===== config.mk =====
export PLATFORM = sky130hd
export DESIGN_NAME = lreport_gen_flat
export DESIGN_NICKNAME = d
export VERILOG_FILES = /design/src/rtl/lreport_gen_if.sv /design/src/rtl/lreport_gen.sv /design/src/flat_wrapper.sv
export SDC_FILE = /design/constraint.sdc
export NUM_CORES = 2
export LEC_CHECK = 0
export BUFFER_PORTS_ARGS = -buffer_cell sky130_fd_sc_hd__buf_2
export CAP_MARGIN = 20
export CORE_AREA = 2 2 504 506
export CTS_CLUSTER_DIAMETER = 150
export CTS_CLUSTER_SIZE = 20
export DETAILED_ROUTE_END_ITERATION = 12
export DIE_AREA = 0 0 506 508
export MAX_ROUTING_LAYER = met4
export PLACE_DENSITY = 0.46
export SLEW_MARGIN = 20
export SYNTH_ARGS = -nofsm -noshare
export SYNTH_HDL_FRONTEND = slang
export SYNTH_SLANG_ARGS = --single-unit

===== constraint.sdc =====
create_clock -name clk -period 3.2 [get_ports clk]
set_input_delay 0.32 -clock clk [delete_from_list [all_inputs] [get_ports clk]]
set_output_delay 0.32 -clock clk [all_outputs]
set_load 0.005 [all_outputs]

===== src/rtl/lreport_gen_if.sv =====
// lreport_gen_if: UM packet bus in and out of the report injector, plus the upstream ready.
// Latency: none (wires only).
// Backpressure: pktin_ready gates the start of new upstream packets.
interface lreport_gen_if;
  logic         in_data_wr;
  logic [133:0] in_data;
  logic         in_valid_wr;
  logic         in_valid;
  logic         pktin_ready;
  logic         out_data_wr;
  logic [133:0] out_data;
  logic         out_valid_wr;
  logic         out_valid;

  // Upstream/downstream side: drives the input bus, observes ready and the output bus.
  modport master (
    output in_data_wr, in_data, in_valid_wr, in_valid,
    input  pktin_ready, out_data_wr, out_data, out_valid_wr, out_valid
  );

  // Injector side.
  modport slave (
    input  in_data_wr, in_data, in_valid_wr, in_valid,
    output pktin_ready, out_data_wr, out_data, out_valid_wr, out_valid
  );
endinterface


===== src/rtl/lreport_gen.sv =====
// lreport_gen: forwards UM packets (source MID rewritten on headers) and injects a periodic PTP report between packets.
// Latency: forwarded words appear 1 cycle after acceptance; on an idle bus the report head leaves 3 cycles after the trigger.
// Backpressure: pktin_ready drops from ARB until GAP ends; words arriving during REP/GAP are dropped.
// Build option: define LREPORT_OVERRUN_EN to count triggers that hit a still-pending report (carried in W4).
module lreport_gen #(
  parameter int unsigned NUM_CNT    = 14,
  parameter int unsigned PERIOD_BIT = 22,
  parameter logic [47:0] PHASE      = 48'hFF,
  parameter logic [7:0]  SRC_MID    = 8'd1,
  parameter logic [47:0] CNC_MAC    = 48'h010203040506,
  parameter int unsigned GAP        = 2
) (
  input  logic                    clk,
  input  logic                    rst_n,
  lreport_gen_if.slave            bus,
  input  logic [47:0]             precision_time,
  input  logic [47:0]             local_mac,
  input  logic                    upd_toggle,
  input  logic [NUM_CNT*64-1:0]   cnt_vec,
  output logic [15:0]             report_seq,
  output logic                    report_busy
);

  // Report geometry: 6 fixed words plus one word per counter pair.
  localparam int unsigned NP   = (NUM_CNT + 1) / 2;
  localparam int unsigned NW   = 6 + NP;
  localparam int unsigned CPW  = NP * 128;
  localparam logic [15:0] LEN  = 16'(NW * 16);
  localparam logic [15:0] PLEN = 16'((NW - 2) * 16);
  localparam int unsigned IW   = $clog2(NW);
  localparam int unsigned GW   = (GAP > 1) ? $clog2(GAP) : 1;

  typedef enum logic [2:0] {
    S_IDLE,
    S_PASS,
    S_ARB,
    S_REP,
    S_GAP
  } state_t;

  state_t state, state_nxt;

  // Trigger / pending bookkeeping
  logic                  trig;
  logic                  pending;
  logic [47:0]           ts_latch;

  // Report context
  logic [47:0]           snapshot_ts;
  logic [NUM_CNT*64-1:0] cnt_snap;
  logic [IW-1:0]         widx, widx_n;
  logic [GW-1:0]         gap_cnt, gap_n;
  logic                  upd_seen;
  logic [15:0]           seq_q;
  logic [15:0]           ovr16;

  // Registered outputs
  logic                  out_data_wr_q, out_valid_wr_q, out_valid_q, ready_q;
  logic [133:0]          out_data_q;

  // Next-cycle values / strobes from the FSM
  logic                  od_wr_n, ovw_n, ov_n;
  logic [133:0]          od_n;
  logic                  ready_clr, ready_set, pend_clr, snap_ld, upd_ld, seq_inc;
  logic [133:0]          hdr_fwd;

  // Counter pair selection and report word
  logic [CPW-1:0]        cnt_pad;
  logic [IW-1:0]         pidx;
  logic [127:0]          pair;
  logic [3:0]            rep_type;
  logic [133:0]          rep_word;

  assign trig = (precision_time[PERIOD_BIT-1:0] == PHASE[PERIOD_BIT-1:0]);

  assign bus.out_data_wr  = out_data_wr_q;
  assign bus.out_data     = out_data_q;
  assign bus.out_valid_wr = out_valid_wr_q;
  assign bus.out_valid    = out_valid_q;
  assign bus.pktin_ready  = ready_q;
  assign report_seq       = seq_q;
  assign report_busy      = (state == S_ARB) || (state == S_REP) || (state == S_GAP);

  // Periodic trigger: newest timestamp wins; a trigger beats the ARB clear of pending.
  always_ff @(posedge clk or negedge rst_n) begin
    if (!rst_n) begin
      pending  <= 1'b0;
      ts_latch <= '0;
    end else if (trig) begin
      pending  <= 1'b1;
      ts_latch <= precision_time;
    end else if (pend_clr) begin
      pending  <= 1'b0;
    end
  end

  // FSM state register.
  always_ff @(posedge clk or negedge rst_n) begin
    if (!rst_n) state <= S_IDLE;
    else        state <= state_nxt;
  end

  // Next state and per-cycle actions; headers accepted in IDLE/ARB get the local MID.
  always_comb begin
    state_nxt = state;
    od_wr_n   = 1'b0;
    od_n      = '0;
    ovw_n     = 1'b0;
    ov_n      = 1'b0;
    ready_clr = 1'b0;
    ready_set = 1'b0;
    pend_clr  = 1'b0;
    snap_ld   = 1'b0;
    upd_ld    = 1'b0;
    seq_inc   = 1'b0;
    widx_n    = widx;
    gap_n     = gap_cnt;
    hdr_fwd   = bus.in_data;
    hdr_fwd[87:80] = SRC_MID;
    case (state)
      S_IDLE: begin
        if (bus.in_data_wr) begin
          od_wr_n   = 1'b1;
          od_n      = hdr_fwd;
          ovw_n     = bus.in_valid_wr;
          ov_n      = bus.in_valid;
          state_nxt = S_PASS;
        end else if (pending) begin
          ready_clr = 1'b1;
          state_nxt = S_ARB;
        end
      end
      S_PASS: begin
        od_wr_n = bus.in_data_wr;
        od_n    = bus.in_data_wr ? bus.in_data : '0;
        ovw_n   = bus.in_valid_wr;
        ov_n    = bus.in_valid;
        if (bus.in_data_wr && (bus.in_data[133:132] == 2'b10)) state_nxt = S_IDLE;
      end
      S_ARB: begin
        // A packet launched just before ready fell still has to go first.
        if (bus.in_data_wr) begin
          od_wr_n   = 1'b1;
          od_n      = hdr_fwd;
          ovw_n     = bus.in_valid_wr;
          ov_n      = bus.in_valid;
          state_nxt = S_PASS;
        end else begin
          pend_clr  = 1'b1;
          snap_ld   = 1'b1;
          widx_n    = '0;
          state_nxt = S_REP;
        end
      end
      S_REP: begin
        od_wr_n = 1'b1;
        od_n    = rep_word;
        if (widx == IW'(2)) upd_ld = 1'b1;
        if (widx == IW'(NW - 1)) begin
          ovw_n     = 1'b1;
          ov_n      = 1'b1;
          seq_inc   = 1'b1;
          gap_n     = '0;
          state_nxt = S_GAP;
        end else begin
          widx_n = widx + IW'(1);
        end
      end
      S_GAP: begin
        if (gap_cnt == GW'(GAP - 1)) begin
          ready_set = 1'b1;
          state_nxt = S_IDLE;
        end else begin
          gap_n = gap_cnt + GW'(1);
        end
      end
      default: state_nxt = S_IDLE;
    endcase
  end

  // Registered output bus and upstream ready.
  always_ff @(posedge clk or negedge rst_n) begin
    if (!rst_n) begin
      out_data_wr_q  <= 1'b0;
      out_data_q     <= '0;
      out_valid_wr_q <= 1'b0;
      out_valid_q    <= 1'b0;
      ready_q        <= 1'b1;
    end else begin
      out_data_wr_q  <= od_wr_n;
      out_data_q     <= od_n;
      out_valid_wr_q <= ovw_n;
      out_valid_q    <= ov_n;
      if (ready_clr)      ready_q <= 1'b0;
      else if (ready_set) ready_q <= 1'b1;
    end
  end

  // Report context: snapshot at ARB exit, word/gap counters, update tracking, sequence number.
  always_ff @(posedge clk or negedge rst_n) begin
    if (!rst_n) begin
      snapshot_ts <= '0;
      cnt_snap    <= '0;
      widx        <= '0;
      gap_cnt     <= '0;
      upd_seen    <= 1'b0;
      seq_q       <= '0;
    end else begin
      if (snap_ld) begin
        snapshot_ts <= ts_latch;
        cnt_snap    <= cnt_vec;
      end
      widx    <= widx_n;
      gap_cnt <= gap_n;
      if (upd_ld)  upd_seen <= upd_toggle;
      if (seq_inc) seq_q    <= seq_q + 16'd1;
    end
  end

  // Pad the snapshot to whole 128-bit pairs (missing odd counter reads as zero) and pick the current pair.
  always_comb begin
    cnt_pad = '0;
    cnt_pad[NUM_CNT*64-1:0] = cnt_snap;
    pidx = (widx >= IW'(6)) ? (widx - IW'(6)) : '0;
    pair = cnt_pad[pidx*128 +: 128];
  end

  // Report word for the current index; the last word carries the tail flag.
  always_comb begin
    rep_type = (upd_toggle != upd_seen) ? 4'hE : 4'hF;
    rep_word = {2'b11, 4'h0, pair[63:0], pair[127:64]};
    case (widx)
      IW'(0): rep_word = {2'b01, 4'h0, 1'b1, 15'h0, LEN, 8'd128, SRC_MID, 32'h0, snapshot_ts};
      IW'(1): rep_word = {2'b11, 4'h0, 128'h0};
      IW'(2): rep_word = {2'b11, 4'h0, CNC_MAC, local_mac, 16'h88F7, 4'h0, rep_type, 8'h0};
      IW'(3): rep_word = {2'b11, 4'h0, PLEN, 112'h0};
      IW'(4): rep_word = {2'b11, 4'h0, 96'h0, seq_q, ovr16};
      IW'(5): rep_word = {2'b11, 4'h0, 32'h0, snapshot_ts, 48'h0};
      default: ;
    endcase
    if (widx == IW'(NW - 1)) rep_word[133:132] = 2'b10;
  end

`ifdef LREPORT_OVERRUN_EN
  logic [15:0] ovr_cnt;

  // Saturating overrun count; cleared as W4 leaves, a coincident overrun restarts it at 1.
  always_ff @(posedge clk or negedge rst_n) begin
    if (!rst_n) begin
      ovr_cnt <= '0;
    end else if ((state == S_REP) && (widx == IW'(4))) begin
      ovr_cnt <= (trig && pending) ? 16'd1 : 16'd0;
    end else if (trig && pending && (ovr_cnt != 16'hFFFF)) begin
      ovr_cnt <= ovr_cnt + 16'd1;
    end
  end

  assign ovr16 = ovr_cnt;
`else
  assign ovr16 = 16'h0;
`endif

endmodule


===== src/flat_wrapper.sv =====
// flat-port wrapper written by rule: the top's interface ports become plain ports
module lreport_gen_flat 
#(
  parameter int unsigned NUM_CNT    = 14,
  parameter int unsigned PERIOD_BIT = 22,
  parameter logic [47:0] PHASE      = 48'hFF,
  parameter logic [7:0]  SRC_MID    = 8'd1,
  parameter logic [47:0] CNC_MAC    = 48'h010203040506,
  parameter int unsigned GAP        = 2
)
  (clk, rst_n, precision_time, local_mac, upd_toggle, cnt_vec, report_seq, report_busy, bus_in_data_wr, bus_in_data, bus_in_valid_wr, bus_in_valid, bus_pktin_ready, bus_out_data_wr, bus_out_data, bus_out_valid_wr, bus_out_valid);
  lreport_gen_if bus_i ();
  input  logic clk;
  input  logic rst_n;
  input  logic [47:0] precision_time;
  input  logic [47:0] local_mac;
  input  logic upd_toggle;
  input  logic [NUM_CNT*64-1:0] cnt_vec;
  output logic [15:0] report_seq;
  output logic report_busy;
  input wire logic [$bits(bus_i.in_data_wr)-1:0] bus_in_data_wr;
  input wire logic [$bits(bus_i.in_data)-1:0] bus_in_data;
  input wire logic [$bits(bus_i.in_valid_wr)-1:0] bus_in_valid_wr;
  input wire logic [$bits(bus_i.in_valid)-1:0] bus_in_valid;
  output wire logic [$bits(bus_i.pktin_ready)-1:0] bus_pktin_ready;
  output wire logic [$bits(bus_i.out_data_wr)-1:0] bus_out_data_wr;
  output wire logic [$bits(bus_i.out_data)-1:0] bus_out_data;
  output wire logic [$bits(bus_i.out_valid_wr)-1:0] bus_out_valid_wr;
  output wire logic [$bits(bus_i.out_valid)-1:0] bus_out_valid;
  assign bus_i.in_data_wr = bus_in_data_wr;
  assign bus_i.in_data = bus_in_data;
  assign bus_i.in_valid_wr = bus_in_valid_wr;
  assign bus_i.in_valid = bus_in_valid;
  assign bus_pktin_ready = bus_i.pktin_ready;
  assign bus_out_data_wr = bus_i.out_data_wr;
  assign bus_out_data = bus_i.out_data;
  assign bus_out_valid_wr = bus_i.out_valid_wr;
  assign bus_out_valid = bus_i.out_valid;
  lreport_gen #(.NUM_CNT(NUM_CNT), .PERIOD_BIT(PERIOD_BIT), .PHASE(PHASE), .SRC_MID(SRC_MID), .CNC_MAC(CNC_MAC), .GAP(GAP)) u_core (.clk(clk), .rst_n(rst_n), .bus(bus_i), .precision_time(precision_time), .local_mac(local_mac), .upd_toggle(upd_toggle), .cnt_vec(cnt_vec), .report_seq(report_seq), .report_busy(report_busy));
endmodule

; After elaboration in Yosys (flattened, before gate mapping)
; Index checks and enable logic that the tools add are counted.
; W data, S select, Z words.
[classes]
add_sub_neg = 4
order_cmp = 1
eq_ne = 19
shift = 1
muxes = 41
n_reduce_logical = 13
[op_table]
columns = op, count
row1 = $shiftx A896 B12 Y128, 1
row2 = $pmux W134 S6, 1
row3 = $pmux W134 S3, 1
row4 = $mux W134, 2
row5 = $eq A22 B8 Y1 const B, 1
row6 = $mux W1, 21
row7 = $add A16 B1 Y16 const B, 1
row8 = $mux W3, 5
row9 = $pmux W3 S5, 1
row10 = $mux W4, 3
row11 = $pmux W1 S3, 3
row12 = $eq A4 B2 Y1 const B, 2
row13 = $eq A4 B3 Y1 const B, 2
row14 = $pmux W4 S2, 1
row15 = $reduce_bool A2 Y1, 4
row16 = $eq A3 B2 Y1 const B, 2
row17 = $ne A2 B2 Y1 const B, 3
row18 = $add A4 B1 Y4 const B, 1
row19 = $eq A4 B1 Y1 const B, 1
row20 = $eq A4 B4 Y1 const B, 1
row21 = $ge A4 B3 Y1 const B, 1
row22 = $logic_not A4 Y1, 1
row23 = $mux W2, 2
row24 = $ne A2 B1 Y1 const B, 2
row25 = 15 further kinds, 16
[word_totals]
regBits = 1156
in_bits = 1132
output_inout_bits = 155
elab_cells = 93

; Longest topological paths before layout
[logic_depth]
depth_word = 6
ltp_mapped = 15
mapped_depth_nobuf = 7

; Least setup slack after synthesis
; OpenSTA, ideal clock, no wires.
[synth_path]
path_type = reg2reg
startpoint = reg u_core.widx[0]
endpoint = reg u_core.out_data_q[95], in the netlist u_core.bus.out_data[95]
arrival_ns = 2.786
path_slack_ns = 0.293
path_stages_with_launch = 13
path_cell_list = dfrtp_1 > buf_4 > buf_2 > buf_2 > buf_2 > inv_1 > ha_1 > nor2_1 > o22a_1 > buf_2 > clkbuf_1 > o21ai_0 > a32o_1
[synth_via]
elab_chain_len = 5
word_cells_on_any_way = 12
cone_classes = 1 x add/sub / 1 x order compare / 5 x eq/ne / 1 x shift / 3 x mux / 1 x reduce/logical
[synth_lines]
columns = item, line_no
row1 = "start, declared", lreport_gen.sv:51  ; logic [IW-1:0] widx, widx_n;
row2 = "start signal, assigned", lreport_gen.sv:213  ; widx <= widx_n;
row3 = $sub A4 B3 Y4 or $ge A4 B3 Y1 (tied branches), lreport_gen.sv:224  ; pidx = (widx >= IW'(6)) ? (widx - IW'(6)) : '0;
row4 = $mux W4, lreport_gen.sv:224
row5 = $shiftx A896 B12 Y128, lreport_gen.sv:225  ; pair = cnt_pad[pidx*128 +: 128];
row6 = $pmux W134 S6 *, lreport_gen.sv:232  ; case (widx)
row7 = $pmux W134 S3 *, lreport_gen.sv:120  ; case (state)
row8 = via u_core.od_n[95], lreport_gen.sv:63  ; logic [133:0] od_n;
row9 = "end signal, assigned", lreport_gen.sv:191  ; out_data_q <= od_n;
row10 = "end, declared", lreport_gen.sv:59  ; logic [133:0] out_data_q;
; The timed path passes the listed nets; every way through them passes the cells marked *.
; A chain may end at the register's enable or synchronous reset.

; Worst setup path after layout
[layout_path]
startpoint = reg u_core.widx[0]
endpoint = reg u_core.out_data_q[24], in the netlist u_core.bus.out_data[24]
; The elaborated chain is that of the path after synthesis.

==> metrics.txt <==
largest cells by area after synthesis=dfrtp_1 55%, mux2_2 21%, a221oi_1 2.2%; first-pass GRT wire length=413.1 mm; Syn. warnings=0; Routed WL per cell=roughly 31 um; Most used DFF post-synth=dfrtp_1; largest net degree at the start of global routing=~100; Slew headroom=a little over a fifth; setup violators final=0; total CTS buffers=72; via count=between 40000 and 50000; hold path startpoint=local_mac[19]; I/O Buffers=between 1000 and 1500; Remaining DRCs=0; DR pass1 iterations=5; R2R depth=8; Placed Instance Area=about 64000 um2; Pwr Density=roughly 900 nW/um2; adder-cell share of the synthesized area=less than 1%; Initial Utilization=about a fifth; post-synth top area share=between 50% and 60%; clk root buf=clkbuf_16; core box area=between 200000 and 300000 um2; die area=between 200000 and 300000 um2; Worst R2R Setup Slack=~110 ps; final hold vios=0; nets=7562; setup TNS=0 ps; I/O pin cnt=around 1300; vias in the first global route=48450; P_leak=around 34 nW; syn_area_per_cell=between 10 and 15 um2; Seq/Total Area, Yosys=a little over half; Worst Tran Pin Value=1182 ps; Layout area overhead=47.09%; Critical Path Source Type=flop; die height=roughly 510 um; Die Wd=approximately 510 um; CP max FO=37; #FFs+latches synth=approximately 1200; antenna viol nets, final=0; most common cell in the netlist=dfrtp_1; share of layout cells above drive strength 1=41.46%; Post-synth top cells=1155 x dfrtp_1, 974 x mux2_2, 277 x nand2_1; H-tree depth=3; total track usage=about a quarter; RR Endpoint=u_core.bus.out_data[24]$_DFF_PN0_; Worst Path Arrival=3660 ps; CTS tree=yes; clock-pin transition on the worst setup and hold timing paths=~90 ps; minimum clock period=3093 ps; Mapped Cells=4146; Post-synth ARST share=100.0%; Synth Area in Compound Gates=15.17%; mux cell area share after synthesis=21.35%; crit end category=flop; number of synthesized flops with an enable pin=0; xor/xnor share of the synthesized area=0.2997%; Distinct cells, synth=84; r2r startpoint=u_core.widx[0]$_DFFE_PN0P_; largest family of logic cells by synthesized area=multiplexers; final wirelength=approximately 310 mm; average via count per standard cell=approximately 4.7; TritonCTS Sinks=1156; CP Class=reg2reg; initial antenna violation count=200; Iteration-0 DRC Markers=approximately 3600; Final Max Slew Viols=0; period utilization=96.65%; Synth area leader=dfrtp_1; clock latency on the worst-skew pair=roughly 730 ps; Post-Syn Area=52600 um2; Final Skew=44.98 ps; HPWL Detailed=between 200 and 250 mm; Highest Clock Rate=between 300 and 400 MHz; Worst Hold Endpoint=u_core.bus.out_data[51]$_DFF_PN0_; count of standard-cell rows=~190; status=completed; syn_nets=~5300; Post-Synth Simple-Gate Area=4.669%; type of the worst min-delay path=in2reg; hold depth=3; maximum vdd ir drop=about 0.0010 V; Crit path required time=approximately 3800 ps; Max Cap Viol=0; RSZ-0062 raised after global routing=false; Placer Congestion=0.9244; final instance area=between 70000 and 80000 um2; clock buffer depth=3; gr ovfl total=0
-- registers in the layout, indices dropped and copies added (netlist names), 3 cells and up --
| name | cells |
|---|---|
| u_core.snapshot_ts | 48 |
| u_core.ts_latch | 48 |
| u_core.state | 3 |
| u_core.cnt_pad | 896 |
| u_core.widx | 4 |
| u_core.report_seq | 16 |
| u_core.bus.out_data | 134 |
-- worst max path at each step --
stage / end / cells after the start / startpoint
after floorplan: u_core.bus.out_data[95]$_DFF_PN0_ / 12 / u_core.widx[0]$_DFFE_PN0P_
after global placement: u_core.bus.out_data[99]$_DFF_PN0_ / 9 / u_core.widx[0]$_DFFE_PN0P_
after detailed placement: u_core.bus.out_data[99]$_DFF_PN0_ / 9 / u_core.widx[0]$_DFFE_PN0P_
after CTS: u_core.bus.out_data[73]$_DFF_PN0_ / 8 / u_core.widx[0]$_DFFE_PN0P_
after global routing: u_core.bus.out_data[29]$_DFF_PN0_ / 8 / u_core.widx[1]$_DFFE_PN0P_
final: u_core.bus.out_data[24]$_DFF_PN0_ / 8 / u_core.widx[0]$_DFFE_PN0P_
-- layout by cell type, fill, tap and decap left out, types with 14 or more instances in the layout --
| cell | count |
|---|---|
| a31oi_1 | 20 |
| a22oi_1 | 20 |
| o31ai_1 | 82 |
| and3_1 | 50 |
| o221ai_1 | 24 |
| o2bb2ai_1 | 14 |
| o21ai_1 | 17 |
| a21oi_1 | 139 |
| mux2_2 | 974 |
| a2bb2oi_1 | 75 |
| o31a_1 | 48 |
| nand3_1 | 27 |
| xnor2_1 | 14 |
| a221oi_1 | 122 |
| a2111oi_0 | 16 |
| diode_2 | 164 |
| a21o_1 | 41 |
| nor2b_1 | 15 |
| a22o_1 | 32 |
| buf_2 | 1287 |
| a221o_1 | 32 |
| o21ai_0 | 148 |
| nor3_1 | 40 |
| mux2i_1 | 26 |
| nand2_1 | 273 |
| o22a_1 | 14 |
| a211oi_1 | 65 |
| buf_4 | 145 |
| nor2_1 | 61 |
| buf_12 | 65 |
| dfrtp_1 | 1153 |
| a211o_1 | 19 |
| clkbuf_16 | 72 |
| o21a_1 | 23 |
| dlygate4sd3_1 | 1064 |
| a221oi_2 | 17 |
-- power by group --
group / total, mW / switching [mW] / internal (mW)
Combinational: 32.8 / 19.2 / 13.6
Clock: 10.0 / 5.86 / 4.18
Sequential: 25.7 / 4.85 / 20.8
-- logic make-up (layout without fill, tap and decap cells) --
family / Yosys count / after routing
buffers and inverters: 372 / 2666
adder cells (fa/ha/maj): 6 / 6
XOR/XNOR: 18 / 18
AND/OR/NAND/NOR: 531 / 531
flip-flops: 1156 / 1156
AO/OA/AOI/OAI: 1063 / 1063
multiplexers: 1000 / 1000
other: 0 / 164
-- through the flow --
step           power (mW)  std cells  setup slack, ps  hold WS (ps)  utilization [%]
5_1_grt             71.71       9946            62.89         34.47            30.64
3_5_place_dp        57.31       8651           -336.6         317.6            25.44
3_3_place_gp        57.02       8649           -301.6         332.2            25.43
2_1_floorplan       40.87       4146            292.7         24.41                -
6_report            68.50       9970            107.2         74.77            30.67
4_1_cts             68.83       9806            3.325        0.2301            30.49
-- repair_timing --
item                                   4_1_cts  5_1_grt
hold buffers                              1064        0
gates resized for setup                      9        8
cloned                                       0        0
setup endpoints to repair                   11       16
pin swaps                                    1        0
setup buffers                                1        0
endpoints found under the hold margin     1139        0
-- area by class of cell --
cell class | count | area [um2]
diodes | 164 | 410.4
clock buffers | 73 | 1805
clock inverters | 17 | 217.7
fillers | 25950 | 174900
inverters | 13 | 48.80
multi-input cells | 2618 | 22240
flip-flops and latches | 1156 | 28940
well taps | 3366 | 4212
repair buffers | 2563 | 19500
-- metal layers --
metal	GRT usage, %	vias up	routed length (um)
met4	7.803	0	11950
met1	30.76	24320	136300
met3	5.466	429	20570
met2	36.63	1963	139400
li1	-	20290	-
met5	-	-	0
-- worst max-delay path, stage by stage (launching register included) --
cell	delay, ps
dfrtp_4	520
inv_1	150
ha_2	370
o21a_2	270
o21ai_4	120
buf_12	190
a2bb2oi_1	180
a211oi_2	910
o31ai_1	130
Note: power is estimated with default switching activity, not from simulation.
